==> src/rtl/lut_neuron_loader.sv <==
// rtl/lut_neuron_loader.sv - runtime-loadable bank of LUT neurons with framed config stream and registered lookup
module lut_neuron_loader #(
    parameter int NUM_NEURONS = 8,
    parameter int IN_BITS     = 6,
    parameter int CFG_W       = 16
) (
    input  logic                           clk,
    input  logic                           rst,
    input  logic                           cfg_valid,
    output logic                           cfg_ready,
    input  logic [CFG_W-1:0]               cfg_data,
    input  logic                           cfg_last,
    input  logic                           in_valid,
    output logic                           in_ready,
    input  logic [NUM_NEURONS*IN_BITS-1:0] in_addr,
    output logic                           out_valid,
    input  logic                           out_ready,
    output logic [NUM_NEURONS-1:0]         out_data,
    output logic                           armed,
    output logic                           cfg_err
);

    localparam int D   = 1 << IN_BITS;
    localparam int BPN = D / CFG_W;
    localparam int T   = NUM_NEURONS * BPN;
    localparam int BCW = (T > 1) ? $clog2(T) : 1;

    typedef enum logic [1:0] {
        S_EMPTY,
        S_LOADING,
        S_ARMED,
        S_ERROR
    } state_t;

    state_t                   state_q, state_d;
    logic [BCW-1:0]           bc_q, bc_d;
    logic                     cfg_err_q, cfg_err_d;
    logic                     out_valid_q, out_valid_d;
    logic [NUM_NEURONS-1:0]   out_data_q, out_data_d;

    logic [D-1:0]             tbl_q [NUM_NEURONS];
    logic [NUM_NEURONS-1:0]   rd_bits;
    logic                     wr_en;
    logic [BCW-1:0]           wr_idx;
    logic                     beat_acc;
    logic                     look_acc;

    // Config is only refused while reset is held; lookups need a complete table set
    // and room in the output register.
    assign cfg_ready = !rst;
    assign armed     = (state_q == S_ARMED);
    assign cfg_err   = cfg_err_q;
    assign out_valid = out_valid_q;
    assign out_data  = out_data_q;
    assign in_ready  = armed && (!out_valid_q || out_ready);
    assign beat_acc  = cfg_valid && cfg_ready;
    assign look_acc  = in_valid && in_ready;

    // Load framing FSM: decides where each accepted beat lands and whether the load arms or fails.
    always_comb begin
        state_d   = state_q;
        bc_d      = bc_q;
        cfg_err_d = cfg_err_q;
        wr_en     = 1'b0;
        wr_idx    = '0;
        if (beat_acc) begin
            case (state_q)
                S_EMPTY, S_ARMED: begin
                    wr_en     = 1'b1;
                    wr_idx    = '0;
                    cfg_err_d = 1'b0;
                    if (cfg_last && (T == 1)) begin
                        state_d = S_ARMED;
                        bc_d    = '0;
                    end else begin
                        state_d = S_LOADING;
                        bc_d    = BCW'(1);
                    end
                end
                S_LOADING: begin
                    wr_en  = 1'b1;
                    wr_idx = bc_q;
                    if (bc_q == BCW'(T - 1)) begin
                        bc_d = '0;
                        if (cfg_last) begin
                            state_d = S_ARMED;
                        end else begin
                            state_d   = S_ERROR;
                            cfg_err_d = 1'b1;
                        end
                    end else if (cfg_last) begin
                        state_d   = S_ERROR;
                        cfg_err_d = 1'b1;
                        bc_d      = '0;
                    end else begin
                        bc_d = bc_q + BCW'(1);
                    end
                end
                S_ERROR: begin
                    if (cfg_last) begin
                        state_d = S_EMPTY;
                    end
                end
                default: state_d = S_EMPTY;
            endcase
        end
    end

    // Table read: one bit per neuron, addressed by that neuron's slice of in_addr.
    always_comb begin
        rd_bits = '0;
        for (int n = 0; n < NUM_NEURONS; n++) begin
            rd_bits[n] = tbl_q[n][in_addr[n*IN_BITS +: IN_BITS]];
        end
    end

    // Output register: load on accept, drop valid once consumed, otherwise hold stable.
    always_comb begin
        out_valid_d = out_valid_q;
        out_data_d  = out_data_q;
        if (look_acc) begin
            out_valid_d = 1'b1;
            out_data_d  = rd_bits;
        end else if (out_valid_q && out_ready) begin
            out_valid_d = 1'b0;
        end
    end

    // Control and output state registers with synchronous reset.
    always_ff @(posedge clk) begin
        if (rst) begin
            state_q     <= S_EMPTY;
            bc_q        <= '0;
            cfg_err_q   <= 1'b0;
            out_valid_q <= 1'b0;
            out_data_q  <= '0;
        end else begin
            state_q     <= state_d;
            bc_q        <= bc_d;
            cfg_err_q   <= cfg_err_d;
            out_valid_q <= out_valid_d;
            out_data_q  <= out_data_d;
        end
    end

    // Truth-table RAM: no reset, written one CFG_W slice per beat; reads see pre-write data.
    always_ff @(posedge clk) begin
        for (int n = 0; n < NUM_NEURONS; n++) begin
            for (int b = 0; b < BPN; b++) begin
                if (wr_en && (wr_idx == BCW'(n * BPN + b))) begin
                    tbl_q[n][b*CFG_W +: CFG_W] <= cfg_data;
                end
            end
        end
    end

endmodule

==> config.mk <==
export PLATFORM = sky130hd
export DESIGN_NAME = lut_neuron_loader
export DESIGN_NICKNAME = d
export VERILOG_FILES = /design/src/rtl/lut_neuron_loader.sv
export SDC_FILE = /design/constraint.sdc
export NUM_CORES = 1
export LEC_CHECK = 0
export CAP_MARGIN = 20
export CORE_ASPECT_RATIO = 0.9
export CORE_MARGIN = 10
export CORE_UTILIZATION = 58
export CTS_CLUSTER_SIZE = 30
export DETAILED_ROUTE_END_ITERATION = 12
export HOLD_SLACK_MARGIN = 0.02
export PLACE_DENSITY = 0.76
export SLEW_MARGIN = 20
export SYNTH_ARGS = -nofsm -noshare
export SYNTH_HDL_FRONTEND = slang
export SYNTH_SLANG_ARGS = --single-unit
==> constraint.sdc <==
create_clock -name clk -period 3.35 [get_ports clk]
set_input_delay 0.335 -clock clk [delete_from_list [all_inputs] [get_ports clk]]
set_output_delay 0.335 -clock clk [all_outputs]
set_load 0.03 [all_outputs]
; ---- Word-level counts from Yosys, hierarchy flattened
; Memories as Yosys holds them, arrays and structs flattened.
; Index checks and enable logic that the tools add are counted.
[op_classes]
n_eq_ne = 38
addsub = 1
order_cmp = 8
n_mux = 119
n_reduce_logical = 55
[op_table]
columns = operator, n
row1 = 2-to-1 mux 64 bit, 7
row2 = OR reduction 64 bit, 7
row3 = "== test 5 bit, second input constant", 17
row4 = 2-to-1 mux 1 bit, 80
row5 = "< comparator 6 x 7 -> 1 bit, second input constant", 8
row6 = binary-select mux 1 bit (select 6 bit), 8
row7 = "== test 5 x 4 -> 1 bit, second input constant", 8
row8 = logical AND 1 bit, 36
row9 = 2-to-1 mux 4 bit, 7
row10 = 2-to-1 mux 3 bit, 7
row11 = "== test 5 x 3 -> 1 bit, second input constant", 4
row12 = 2-to-1 mux 5 bit, 4
row13 = "== test 5 x 2 -> 1 bit, second input constant", 2
row14 = one-hot mux 5 bit (2 select lines), 1
row15 = 2-to-1 mux 2 bit, 3
row16 = "inequality test 3 bit, second input constant", 2
row17 = one-hot mux 2 bit (3 select lines), 1
row18 = "adder 5 x 1 -> 5 bit, second input constant", 1
row19 = "== test 5 x 1 -> 1 bit, second input constant", 1
row20 = zero test 5 bit, 1
row21 = "== test 2 bit, second input constant", 2
row22 = AND reduction 4 bit, 1
row23 = nonzero test 2 bit, 2
row24 = AND reduction 3 bit, 1
row25 = other kinds (9), 10
[word_totals]
out_inout_bits = 13
mem_count = 1
ff_bits = 17
elab_cells = 227
mem_bits_rw = 512
input_bits = 70
[memory_table]
columns = name, words, word_bits, read_ports, rd_clocked_by_memory_dff, wr, line
row1 = tbl_q, 8, 64, 8, 0, 1, 41  ; logic [D-1:0] tbl_q [NUM_NEURONS];

; ---- Longest topological paths before layout
; Gate-level depths: netlist of the first run.
[depth]
ltp_word = 15
ltp_mapped = 8

; ---- Worst setup path before layout of the first run
; Ideal clock, no wire load.
[synth_timing]
path_type = input port to flip-flop
startpoint = in rst
endpoint = mem tbl_q[0][112] (netlist bit) (enable)
arrival_time_ps = 2075
required_time_ps = 2962
path_slack_ps = 887
cell_stages = 7
path_cell_list = buf_2 -> nor2b_1 -> and3_1 -> buf_2 -> nor2b_1 -> nand3_1 -> nor2_1
[synth_between]
elab_chain_len = 15
elab_cells_between_ends = 141
[synth_lines]
columns = element, line
row1 = start: declaration, 8  ; input logic rst,
row2 = zero test 1 bit (*), 50  ; assign cfg_ready = !rst;
row3 = logical AND 1 bit (*), 56  ; assign beat_acc = cfg_valid && cfg_ready;
row4 = 2-to-1 mux 5 bit, 66  ; if (beat_acc) begin
row5 = == test 5 x 3 -> 1 bit, 150  ; if (wr_en && (wr_idx == BCW'(n * BPN + b))) begin
row6 = logical AND 1 bit, 150
row7 = 2-to-1 mux 1 bit, 150
row8 = 2-to-1 mux 1 bit (implied by the code), 151  ; tbl_q[n][b*CFG_W +: CFG_W] <= cfg_data;
row9 = OR reduction 64 bit (no source line), --
row10 = 2-to-1 mux 3 bit (no source line) or 2-to-1 mux 4 bit (tied branches) (7 in a row), --
row11 = end: declaration, 41
; Mark *: on every way between the ends. The rest lies on a longest branch, timed or not.

; ---- Final worst setup path of the first run
[layout_timing]
startpoint = reg state_q[1]
endpoint = out in_ready
[layout_between]
elab_chain_len = 2
[layout_lines]
columns = element, line
row1 = start: declaration, 35  ; state_t state_q, state_d;
row2 = start signal: assignment, 138  ; state_q <= state_d;
row3 = == test 2 bit, 51  ; assign armed = (state_q == S_ARMED);
row4 = logical AND 1 bit, 55  ; assign in_ready = armed && (!out_valid_q || out_ready);
row5 = end: declaration, 14  ; output logic in_ready,
; No other way between the ends.

==> metrics.cfg, run 1 <==
[clock_tree]
ctsResizeCount=0
cts-root-buf=clkbuf_16
cts_buffer_depth=3
cts.sinks=529
numCtsBuffers=52
clk_pin_slew_worst_paths_ns=0.06
postCtsSetupBuffers=0
holdBufCountCts=0
cts_tree=done
cts_max_level=2
clock_latency_ns=0.57

[logic_synthesis]
synth_area_leader_cell=edfxtp_1
synth.cell_area_um2=21100
synth_cells=1155
synth.net_count=1228
ys_ff_latch=529
synth_area_leaders=edfxtp_1 (73%), mux2i_1 (6.6%), mux4_2 (4.7%)
synth_cell_types=49
syn_area_per_cell_um2=18.3
synth-seq-area-share=0.744
async_flop_share=0
synth_ff_type=edfxtp_1
ys_warn_count=0
synthDominantCellAreaShare=0.728
synth_edf_count=512

[pwr]
switchingPower_mw=2.87
combPwrFrac=0.054
ir_drop_mv=0.478
p_total_mw=14.0
p_int_mw=11.1
leakagePower_nw=8.10
p_sw_frac=0.205
clock_power_share=0.426
power_density_nw_per_um2=572
seq_power_share=0.520

[floorplan]
ioPinCount=83
die_y_um=201
rows=66
core_area_um2=36100
start_util=0.585
die-area_um2=44500
die_w_um=221

[detailed_routing]
viasPerCell=6.33
wl_per_cell_um=26.3
wl_met3_um=4090
ant_nets=0
wl_um=48100
drtPass1Iterations=5
vias=11564
route.met2.wl_um=23300
highest_layer=met4
drt-initial-drc-count=1235
drc=0
routedLengthMet1_um=19600

[sta]
finalSetupViolations=0
tns_ns=0
period_needed_ns=2.46
tightest_slew_ns=1.09
fmax_ghz=0.406
slew_headroom=0.274
final.setup_skew_ns=0.0167
drv_slew=0
period_share=0.736
rsz0062_at_grt=false
hold_viol=0

[critical_path]
reg2regPathDepth=5
cp_max_fo=6
path_cells=nor2b_2 > and2_1 > clkdlybuf4s50_1
crit_arrival_ns=2.13
crit_required_ns=3.01
cp_slowest_stage_delay_ns=0.69
start_kind=flip-flop
crit_type=flip-flop to output pin
cp_slowest_cell=clkdlybuf4s50_1
cp-end-kind=output pin

[finish]
drive_gt1_frac=0.164
nNetsFinal=1382
final_cell_mix=edfxtp_1 (512), mux2i_1 (140), clkdlybuf4s50_1 (78), buf_4 (62), nand2_1 (59)
layout_commonest_cell=edfxtp_1
fill_cells=2330
antenna_cells=0
area_growth_pct=15.9

[placed_design]
gp_congestion=0.764
hpwl_um=26400
port_buffers=82

[global_routing]
grt_pass1_wl_um=72400
grt_max_degree=33
first_global_vias=11531
overflow=0
grt_usage=0.213
antenna_found_initial=0

[worst_hold_path]
hold_path_class=primary input to flip-flop
whs_path_depth=2

[job]
drv_cap=0

[run_status]
status=completed

synth_stat cells, types with 2 or more instances:
| master | instances |
|---|---|
| a22oi_1 | 22 |
| ha_1 | 3 |
| a21oi_1 | 7 |
| o21ai_0 | 12 |
| mux2i_1 | 140 |
| nor4b_2 | 6 |
| clkbuf_1 | 3 |
| o22ai_1 | 8 |
| mux4_2 | 44 |
| buf_6 | 3 |
| nand4_1 | 9 |
| buf_4 | 18 |
| and3_1 | 2 |
| a32o_1 | 2 |
| buf_2 | 21 |
| mux2_2 | 14 |
| buf_12 | 2 |
| nor2_1 | 54 |
| a221oi_2 | 6 |
| dfxtp_1 | 17 |
| mux4_1 | 4 |
| and2_1 | 2 |
| nand3b_1 | 2 |
| nand4b_1 | 8 |
| inv_1 | 2 |
| o2111ai_1 | 7 |
| edfxtp_1 | 512 |
| nor2b_1 | 57 |
| a221oi_1 | 17 |
| o32ai_1 | 3 |
| a211oi_1 | 50 |
| nand3_1 | 4 |
| a22o_1 | 4 |
| nand2_1 | 59 |
| o31ai_1 | 8 |
| nor3b_1 | 2 |
| a2111oi_0 | 2 |
| and4b_1 | 8 |
cell type report:
class	instances	area (µm²)	share of cell area
sequential	529	15700	0.642
tap	476	596	0.0243
multi-input combinational	576	5070	0.207
clock buffer	62	1360	0.0555
clock inverter	34	407	0.0166
timing repair buffer	147	1330	0.0542
inverter	3	11.3	0.000460
layer usage:
metal  vias to the layer above  GRT usage
li1                       5025          -
met1                      5855      0.288
met2                       600      0.349
met3                        84     0.0393
met4                         0     0.0540
met5                         -          0
sequential cells by signal (all words and copies together) (netlist names):
name,flops
out_data,8
tbl_q,512
out_valid,1
cfg_err,1
bc_q,5
state_q,2
worst max-delay path, delay by kind of cell, from the launching register on:
family | cells | cell delay, ns
flip-flops | 1 | 0.43
AND/OR/NAND/NOR | 2 | 0.45
buffers and inverters | 1 | 0.69
cell families (layout without fill, tap and decap cells):
| family | after synthesis | in the layout | share of synthesized area |
|---|---|---|---|
| adders and majority gates | 3 | 3 | 0.00178 |
| buffers and inverters | 50 | 246 | 0.0159 |
| and+or+nand+nor | 217 | 217 | 0.0561 |
| DFF | 529 | 529 | 0.744 |
| muxes | 202 | 202 | 0.126 |
| AOI/OAI and AO/OA | 154 | 154 | 0.0565 |
per-stage QoR:
stage	hold slack [ns]	cell area [µm²]	setup slack, ns	util	cells
floorplan	0.434	21100	0.887	-	1155
global placement	0.474	22700	0.536	0.630	1731
detailed placement	0.480	22700	0.497	0.630	1731
CTS	0.379	24500	0.877	0.679	1827
global route	0.386	24500	0.776	0.679	1827
finish	0.395	24500	0.886	0.679	1827
power by group through the flow:
stage / sequential, mW / clock [mW] / combinational (mW)
floorplan: 7.42 / 0 / 0.379
global placement: 7.42 / 0 / 0.747
CTS: 7.28 / 6.05 / 0.761
detailed placement: 7.42 / 0 / 0.754
global route: 7.28 / 6.33 / 0.809
finish: 7.28 / 5.97 / 0.761
path summary, 6_finish.rpt:
| path | from | to | slack, ns |
|---|---|---|---|
| min | in_addr[34] | out_data[5] | 0.39 |
| max | state_q[1] | in_ready | 0.89 |
| min reg2reg | out_data[3] | out_data[3] | 0.49 |
| max reg2reg | state_q[0] | tbl_q[1][123] | 1.09 |
No activity file was read; power rests on OpenSTA's default activity.
==> inputs of run 2 (changes only) <==
Settings changed: CORE_UTILIZATION 58 to 55.
Clock period 3.35 ns to 2.25 ns, I/O delays scaled along.
==> run 2 against run 1 <==
Net effect:
- wire length increased by 1.8%
- cell count increased by 4.3%
- cell area increased by 3.4%
- hold slack got worse by 0.13 ns
- via count increased by 1.7%
- power increased by 45%
- utilization decreased by 1.4 points
- sequential power increased by 48%
- critical path type unchanged
- largest cell class unchanged
- clock skew increased by 0.0072 ns
- largest power group unchanged
==> metrics.cfg, run 2 (synthesis results as in run 1) <==
[sta]
final.setup_skew_ns=0.0239  ; +0.00716 ns
period_needed_ns=2.10
period_share=0.932
fmax_ghz=0.477
hold_viol=0  ; unchanged
tightest_slew_ns=0.639  ; -0.450 ns
slew_headroom=0.574  ; +0.300
finalSetupViolations=0  ; unchanged
rsz0062_at_grt=false
drv_slew=0  ; unchanged

[floorplan]
die_w_um=227  ; +2.4%
core_area_um2=38100  ; +5.6%
start_util=0.554  ; -0.0312
die_y_um=206  ; +2.4%
die-area_um2=46700  ; +4.9%
rows=68  ; +3.0%
ioPinCount=83  ; unchanged

[pwr]
power_density_nw_per_um2=803  ; +40%
leakagePower_nw=8.50  ; +4.8%
ir_drop_mv=0.548  ; +15%
p_total_mw=20.3  ; +45%
clock_power_share=0.405  ; -0.021
seq_power_share=0.533  ; +0.013
switchingPower_mw=4.28  ; +49%
p_int_mw=16.1  ; +44%
p_sw_frac=0.210  ; +0.00566
combPwrFrac=0.062  ; +0.008

[global_routing]
grt_pass1_wl_um=73500  ; +1.5%
first_global_vias=11897  ; +3.2%
grt_usage=0.211  ; -0.00134
grt_max_degree=33  ; unchanged
overflow=0  ; unchanged
antenna_found_initial=1  ; +1

[placed_design]
hpwl_um=27500  ; +3.9%
gp_congestion=0.818  ; +7.0%
port_buffers=82  ; unchanged

[job]
drv_cap=0  ; unchanged

[clock_tree]
holdBufCountCts=0  ; unchanged
numCtsBuffers=49  ; -5.8%
clock_latency_ns=0.60  ; +0.03 ns
clk_pin_slew_worst_paths_ns=0.06  ; about the same
cts.sinks=529  ; unchanged
cts_max_level=2  ; unchanged
cts_buffer_depth=3  ; unchanged
cts-root-buf=clkbuf_16
cts_tree=done

[finish]
layout_commonest_cell=edfxtp_1
regMostFlops=tbl_q
multiInputGateArea_um2=5110  ; +0.84%
nNetsFinal=1449  ; +4.8%
largest_reg_flops=512  ; unchanged
area_growth_pct=19.9
fin_util=0.665  ; -0.0140
seq_area_um2=15700  ; unchanged
fill_cells=2483  ; +6.6%
drive_gt1_frac=0.210  ; +0.0463
final_cell_mix=edfxtp_1 (512), mux2i_1 (140), buf_4 (100), clkdlybuf4s50_1 (80), nand2_1 (59)

[critical_path]
crit_arrival_ns=1.87  ; -0.26 ns
start_kind=flip-flop
crit_buf_inv=1  ; unchanged
critPathTopFamily=flip-flops
crit_type=flip-flop to output pin
cp_slowest_cell=dfxtp_1
cp_slowest_stage_delay_ns=0.43  ; -0.26 ns
path_cells=nor2b_2 > and2_1 > dlygate4sd2_1
cp-end-kind=output pin
crit_required_ns=2.03  ; -0.98 ns
cp_max_fo=6  ; unchanged

[detailed_routing]
drt-initial-drc-count=1170  ; -5.3%
viasPerCell=6.17  ; -2.5%
drc=0  ; unchanged
route.met2.wl_um=24600  ; +5.2%
wl_met3_um=3590  ; -12%
vias=11763  ; +1.7%
routedLengthMet1_um=19700  ; +0.84%
highest_layer=met4
wl_um=48900  ; +1.8%
wl_per_cell_um=25.7  ; -2.5%
drtPass1Iterations=5  ; unchanged
ant_nets=0  ; unchanged

[run_status]
status=completed

[worst_hold_path]
hold_path_class=primary input to flip-flop

==> run 2: final timing paths <==
kind	cells after the start	slack, ns	startpoint	to
max reg2reg	5	0.15	state_q[0]	tbl_q[1][248]
min	2	0.26	in_addr[34]	out_data[5]
max	3	0.15	state_q[1]	in_ready
min reg2reg	2	0.49	out_data[5]	out_data[5]
==> run 2: layer usage <==
layer	vias to the layer above	global-route usage
li1	5171	-
met1	6009	0.283
met2	497	0.350
met3	86	0.0383
met4	0	0.0596
met5	-	0
==> run 2: final cells by class <==
| cell class | count | share of cell area |
|---|---|---|
| Timing Repair Buffer | 217 | 0.0896 |
| Multi-Input combinational cell | 576 | 0.202 |
| Inverter | 3 | 0.000445 |
| Clock inverter | 20 | 0.00776 |
| Antenna cell | 1 | 0.0000988 |
| Clock buffer | 70 | 0.0556 |
| Tap cell | 490 | 0.0242 |
| Sequential cell | 529 | 0.620 |
==> run 2: power by group through the flow <==
stage	registers [mW]	logic [mW]	clock network (mW)
global placement	11.0	1.23	0
detailed placement	11.0	1.25	0
floorplan	11.1	0.564	0
global route	10.8	1.34	8.71
CTS	10.8	1.26	8.33
finish	10.8	1.26	8.25
==> run 2: metrics by stage <==
step | hold slack [ns] | instances | setup TNS, ns | setup slack [ns] | area, µm²
global route | 0.266 | 1905 | 0 | 0.0436 | 25300
detailed placement | 0.478 | 1815 | -26.85 | -0.242 | 23700
global placement | 0.474 | 1815 | -14.26 | -0.138 | 23700
finish | 0.264 | 1906 | 0 | 0.153 | 25300
floorplan | 0.324 | 1155 | -19.38 | -0.103 | 21200
CTS | 0.234 | 1905 | 0 | 0.146 | 25300
==> run 2: worst register-to-register path, cell delays in order (launching register included) <==
cell     delay [ns]
dfxtp_1        0.49
and3_1         0.27
and2_1         0.21
nand3_1        0.23
nor2_1         0.29
buf_4          0.29
==> run 2: repair_timing <==
item                                    4_1_cts  5_1_grt
pin swaps                                     0        0
endpoints found under the setup margin        2        2
setup buffers                                 0        0
endpoints found under the hold margin         0        0
gates resized for setup                       2        1
